File: src/rtl/stream_frame_packer.sv
// Store-and-forward packer: buffers up to MAX_BEATS input beats, then emits a
// header beat (magic, seq, count, split) followed by the buffered payload.
module stream_frame_packer #(
    parameter int          MAX_BEATS = 32,
    parameter logic [15:0] MAGIC     = 16'hE7A1
) (
    input  logic        aclk,
    input  logic        areset,
    input  logic [63:0] s_axis_tdata,
    input  logic        s_axis_tvalid,
    output logic        s_axis_tready,
    input  logic        s_axis_tlast,
    output logic [63:0] m_axis_tdata,
    output logic        m_axis_tvalid,
    input  logic        m_axis_tready,
    output logic        m_axis_tlast,
    output logic [15:0] frame_count
);
    localparam int          AW      = $clog2(MAX_BEATS);
    localparam int          LANES   = 4;
    localparam logic [15:0] MAX_CNT = 16'(MAX_BEATS);

    typedef enum logic [1:0] {FILL, HDR, PAYLOAD} state_t;

    state_t        state_reg, state_next;
    logic [AW-1:0] wr_ptr_reg, wr_ptr_next;
    logic [AW-1:0] rd_ptr_reg, rd_ptr_next;
    logic [15:0]   cnt_reg, cnt_next;
    logic [15:0]   len_reg, len_next;
    logic          split_reg, split_next;
    logic [15:0]   seq_reg, seq_next;
    logic [15:0]   frame_count_reg, frame_count_next;
    logic          s_ready_reg;

    logic          in_fire;
    logic          out_fire;
    logic          last_pay;
    logic          close;
    logic [63:0]   rd_data;

    assign in_fire  = s_axis_tvalid && s_axis_tready;
    assign out_fire = m_axis_tvalid && m_axis_tready;
    assign last_pay = (state_reg == PAYLOAD) && (16'(rd_ptr_reg) == len_reg - 16'd1);
    assign close    = in_fire && (s_axis_tlast || (cnt_reg + 16'd1 == MAX_CNT));

    always_comb begin
        state_next       = state_reg;
        wr_ptr_next      = wr_ptr_reg;
        rd_ptr_next      = rd_ptr_reg;
        cnt_next         = cnt_reg;
        len_next         = len_reg;
        split_next       = split_reg;
        seq_next         = seq_reg;
        frame_count_next = frame_count_reg;
        case (state_reg)
            FILL: begin
                if (in_fire) begin
                    wr_ptr_next = wr_ptr_reg + 1'b1;
                    cnt_next    = cnt_reg + 16'd1;
                    if (close) begin
                        len_next   = cnt_reg + 16'd1;
                        split_next = !s_axis_tlast;
                        state_next = HDR;
                    end
                end
            end
            HDR: begin
                rd_ptr_next = '0;
                if (out_fire) state_next = PAYLOAD;
            end
            PAYLOAD: begin
                if (out_fire) begin
                    rd_ptr_next = rd_ptr_reg + 1'b1;
                    if (last_pay) begin
                        state_next       = FILL;
                        rd_ptr_next      = '0;
                        wr_ptr_next      = '0;
                        cnt_next         = '0;
                        seq_next         = seq_reg + 16'd1;
                        frame_count_next = frame_count_reg + 16'd1;
                    end
                end
            end
            default: state_next = FILL;
        endcase
    end

    always_ff @(posedge aclk or posedge areset) begin
        if (areset) begin
            state_reg       <= FILL;
            wr_ptr_reg      <= '0;
            rd_ptr_reg      <= '0;
            cnt_reg         <= '0;
            len_reg         <= '0;
            split_reg       <= 1'b0;
            seq_reg         <= '0;
            frame_count_reg <= '0;
            s_ready_reg     <= 1'b0;
        end else begin
            state_reg       <= state_next;
            wr_ptr_reg      <= wr_ptr_next;
            rd_ptr_reg      <= rd_ptr_next;
            cnt_reg         <= cnt_next;
            len_reg         <= len_next;
            split_reg       <= split_next;
            seq_reg         <= seq_next;
            frame_count_reg <= frame_count_next;
            // Registered so that it stays low for the first cycle after reset release.
            s_ready_reg     <= (state_next == FILL);
        end
    end

    // Read address follows rd_ptr_next so the registered read already holds
    // buf[rd_ptr] whenever PAYLOAD is presenting, with no bubble between beats.
    genvar gi;
    generate
        for (gi = 0; gi < LANES; gi++) begin : g_lane
            logic [15:0] mem [MAX_BEATS];
            logic [15:0] rd_lane_reg;
            always_ff @(posedge aclk) begin
                if (in_fire) mem[wr_ptr_reg] <= s_axis_tdata[gi*16 +: 16];
                rd_lane_reg <= mem[rd_ptr_next];
            end
            assign rd_data[gi*16 +: 16] = rd_lane_reg;
        end
    endgenerate

    always_comb begin
        m_axis_tdata = '0;
        case (state_reg)
            HDR:     m_axis_tdata = {MAGIC, seq_reg, len_reg, 15'd0, split_reg};
            PAYLOAD: m_axis_tdata = rd_data;
            default: m_axis_tdata = '0;
        endcase
    end

    assign s_axis_tready = s_ready_reg;
    assign m_axis_tvalid = (state_reg != FILL);
    assign m_axis_tlast  = last_pay;
    assign frame_count   = frame_count_reg;
endmodule

File: config.mk
export PLATFORM = sky130hd
export DESIGN_NAME = stream_frame_packer
export DESIGN_NICKNAME = d
export VERILOG_FILES = /design/src/rtl/stream_frame_packer.sv
export SDC_FILE = /design/constraint.sdc
export NUM_CORES = 2
export LEC_CHECK = 0
export CAP_MARGIN = 10
export CORE_MARGIN = 3
export CORE_UTILIZATION = 45
export DETAILED_ROUTE_END_ITERATION = 10
export PLACE_DENSITY = 0.64
export SYNTH_ARGS = -nofsm -noshare
export SYNTH_HDL_FRONTEND = slang
export SYNTH_SLANG_ARGS = --single-unit
File: constraint.sdc
create_clock -name aclk -period 4.4 [get_ports aclk]
set_input_delay 0.44 -clock aclk [delete_from_list [all_inputs] [get_ports aclk]]
set_output_delay 0.44 -clock aclk [all_outputs]
set_load 0.05 [all_outputs]
==> impl_results.md <==
- Final wirelength: roughly 260 mm
- Synthesized area per cell: 13.9 um2
- CP startpoint kind: flip-flop
- Ratio of final minimum period to clock period: a little over nine tenths
- Number of max-slew violations in the final report: 0
- Type of the worst setup path: flip-flop to output pin
- Maximum clock skew at final layout: 0.0680 ns
- Drc violations: 0
- Fraction of the yosys area taken by sequential cells: about 75%
- Post-Route Utilization: 52.5%
- TritonCTS clock tree: yes
- Die extent in y: roughly 440 um
- Pin count of the biggest net entering global routing: 84
- Wire length of the first global-routing pass: ~380 mm
- Total global routing overflow: 0
- Crit path time final: 4.22 ns
- Root buffer selected by CTS: clkbuf_16
- Met3 Track Usage GR: 5.56%
- Setup violators final: 0
- Port Buffers: 151
- GRT Overall Usage: 26.2%
- Synth Register Bits: 2190
- Number of buffers between clock root and the deepest sink: 3
- Leading cell types by count after synthesis: edfxtp_1 (2048), nand2_1 (1574), nand3_1 (429)
- Number of flops mapped to enable cells by yosys: just over 2000
- Setup Buffers After CTS: 0
- Worst path max stage delay: 0.83 ns
- Met1 Resource Use GR: roughly 36%
- Least-Margin Pin Slew: 1.23 ns
- Most used DFF post-synth: edfxtp_1
- Highest-utilization routing layer at the global route stage: met2
- Worst EP required: 3.96 ns
- Cell types occupying the most area after synthesis: edfxtp_1 (72%), nand2_1 (6.9%), nand3_1 (2.5%)
- Count of unique library cells instantiated by Yosys: 77
- Cell type with the largest total area after synthesis: edfxtp_1
- Portion of synthesized cell area occupied by the leading cell type: 71.6%
- Total negative slack: 0 ns
- Average wire per standard cell: 28.7 um
- Arrival time at the worst endpoint: 3.78 ns
- Die Wd: 443 um
- RSZ-0062 raised after global routing: no
- Hold Violations, Final: 0
- Crit Path Max Fanout: 43
- Grt met2 use: 41.4%
- Sum of net half-perimeters after detailed placement: 138 mm
- Leakage power summed over all cells: 33.6 nW
- Clock slew seen by the registers of the worst setup and hold paths: approximately 0.06 ns
- Fraction of final layout cells with drive strength greater than 1: about a tenth
- # clock sinks: roughly 2200
- Drt via density: 6.05
- Classification of the worst-slack hold path: primary input to asynchronous set/reset pin
- Slew headroom: 17.4%
- Number of warnings reported in the yosys synthesis log: 0
- Flip-flop count of the largest register, all copies and words added: 2048
- Top-count cell post-synth: edfxtp_1
- Number of DRC markers after the initial detailed-route iteration: ~6400
- CP endpoint kind: output pin
- Routed via count: 55034
- Post-layout total power: 48.1 mW
- RD Place Congestion: 0.846
- Gate count after technology mapping: 6197
- Cell Pwr Density: 485 nW/um2
- Mapped cell area: 85900 um2
- Post-route cell area: 99200 um2
- Number of H-tree levels: 4
- Count of maximum capacitance violations: 0
- FFs w/ async S/R, synth: 3.56%
- Fillers: 15340
- Insertion delay to the later sink of the worst-skew pair: 0.88 ns
- Detailed-routing iteration count for the pre-antenna-repair pass: 7
- Die area: 196000 um2
- Highest attainable clock frequency: 237 MHz
- Starting Density: a little under half
- Worst voltage drop across the vdd grid: 0.000392 V
- Cell chain of the critical path: inv_1 > ha_4 > buf_6 > buf_6 > a22oi_1 > nor2b_1 > clkdlybuf4s50_1
- Outcome: finished, final reports clean
- Vias in the first global route: 52581
- Syn nets: 6279
- Count of nets after finishing: 6483
- Core region area: 189000 um2
- Most numerous cell on the critical path: buf_6
- Total CTS buffers: 214
- Top-level port count: around 150
- Slowest stage cell, crit path: clkdlybuf4s50_1
- Cell Area, Placed: 92200 um2
- Growth of design area from synthesis to finish: 15.4%
- Number of buffers inserted for hold repair after clock tree synthesis: 0
- Initial antenna violation count: 21
- Detail Route Antenna Nets: 0
- Site row count: roughly 160
-- layout by cell type, fill, tap and decap left out, types with 32 or more instances in the layout --
cell / n
nand4_1: 116
and3_1: 182
dfxtp_1: 64
a21oi_1: 46
clkbuf_1: 67
a211oi_1: 77
o221ai_1: 57
nor2_4: 36
xnor2_1: 32
a31oi_1: 196
a311oi_1: 98
clkdlybuf4s50_1: 149
nand3_1: 429
clkbuf_16: 216
o21ai_1: 33
mux2i_1: 157
edfxtp_1: 2048
nor2_1: 95
dfrtp_1: 78
buf_12: 109
buf_4: 137
a22oi_1: 33
a221oi_1: 59
o21ai_0: 86
nand2_1: 1571
nor2b_1: 48
clkinv_1: 33
-- critical path: cells and delay by family, from the launching register on --
family | cells | cell delay (ns)
and+or+nand+nor | 1 | 0.19
adders and majority gates | 1 | 0.16
DFF | 1 | 0.43
AOI/OAI and AO/OA | 1 | 0.32
buffers and inverters | 4 | 1.79
-- power by group --
group / leakage (nW) / internal [mW] / switching (mW)
clock network: 3.35 / 10.1 / 7.84
registers: 20.0 / 23.8 / 0.561
logic: 10.2 / 1.71 / 4.06
total: 33.6 / 35.7 / 12.5
-- repair_timing --
item                       CTS  global route
pin swaps                    0             0
gates resized for setup      4             1
setup endpoints to repair   25             4
-- per-stage QoR --
step	setup WS, ns	hold slack, ns	std cells
after floorplan	0.161	0.442	6197
after global placement	0.175	0.456	8680
after detailed placement	0.141	0.469	8680
after CTS	0.0591	0.0437	9080
after global routing	0.0366	0.128	9087
final	0.179	0.0744	9090
-- kinds of logic after synthesis --
group / after synthesis / synth area share [%]
mux: 162 / 1.89
xor+xnor: 51 / 0.520
flops: 2190 / 75.3
buf+inv: 434 / 2.42
fa+ha+maj: 13 / 0.189
simple gates: 2581 / 13.3
compound gates: 766 / 6.39
-- worst paths after layout --
kind                            startpoint                        to  slack [ns]  depth (start not counted)
setup / recovery              state_reg[0]          m_axis_tdata[29]        0.18                          7
hold / removal                      areset           frame_count[13]        0.07                          2
setup reg to reg                len_reg[8]  g_lane[0].rd_lane_reg[7]        0.19                         11
hold reg to reg            frame_count[15]           frame_count[15]        0.47                          1
max in group asynchronous           areset             wr_ptr_reg[2]        3.40                          3
min in group aclk             s_axis_tlast                 split_reg        0.19                          2
-- layer usage --
| metal | vias up | wire length [um] |
|---|---|---|
| li1 | 23651 | - |
| met1 | 27733 | 99900 |
| met2 | 3079 | 121000 |
| met3 | 557 | 28200 |
| met4 | 14 | 11100 |
| met5 | - | 103 |
-- cell type report --
| type | count | area (um2) | share of cell area [%] |
|---|---|---|---|
| Sequential cell | 2190 | 64700 | 65.3 |
| Clock inverter | 89 | 896 | 0.903 |
| Timing Repair Buffer | 399 | 4740 | 4.78 |
| Clock buffer | 311 | 6040 | 6.09 |
| Antenna cell | 10 | 25.0 | 0.0252 |
| Multi-Input combinational cell | 3573 | 19500 | 19.7 |
| Inverter | 23 | 125 | 0.126 |
| Tap cell | 2495 | 3120 | 3.15 |
No activity file was read; power rests on OpenSTA's default activity.
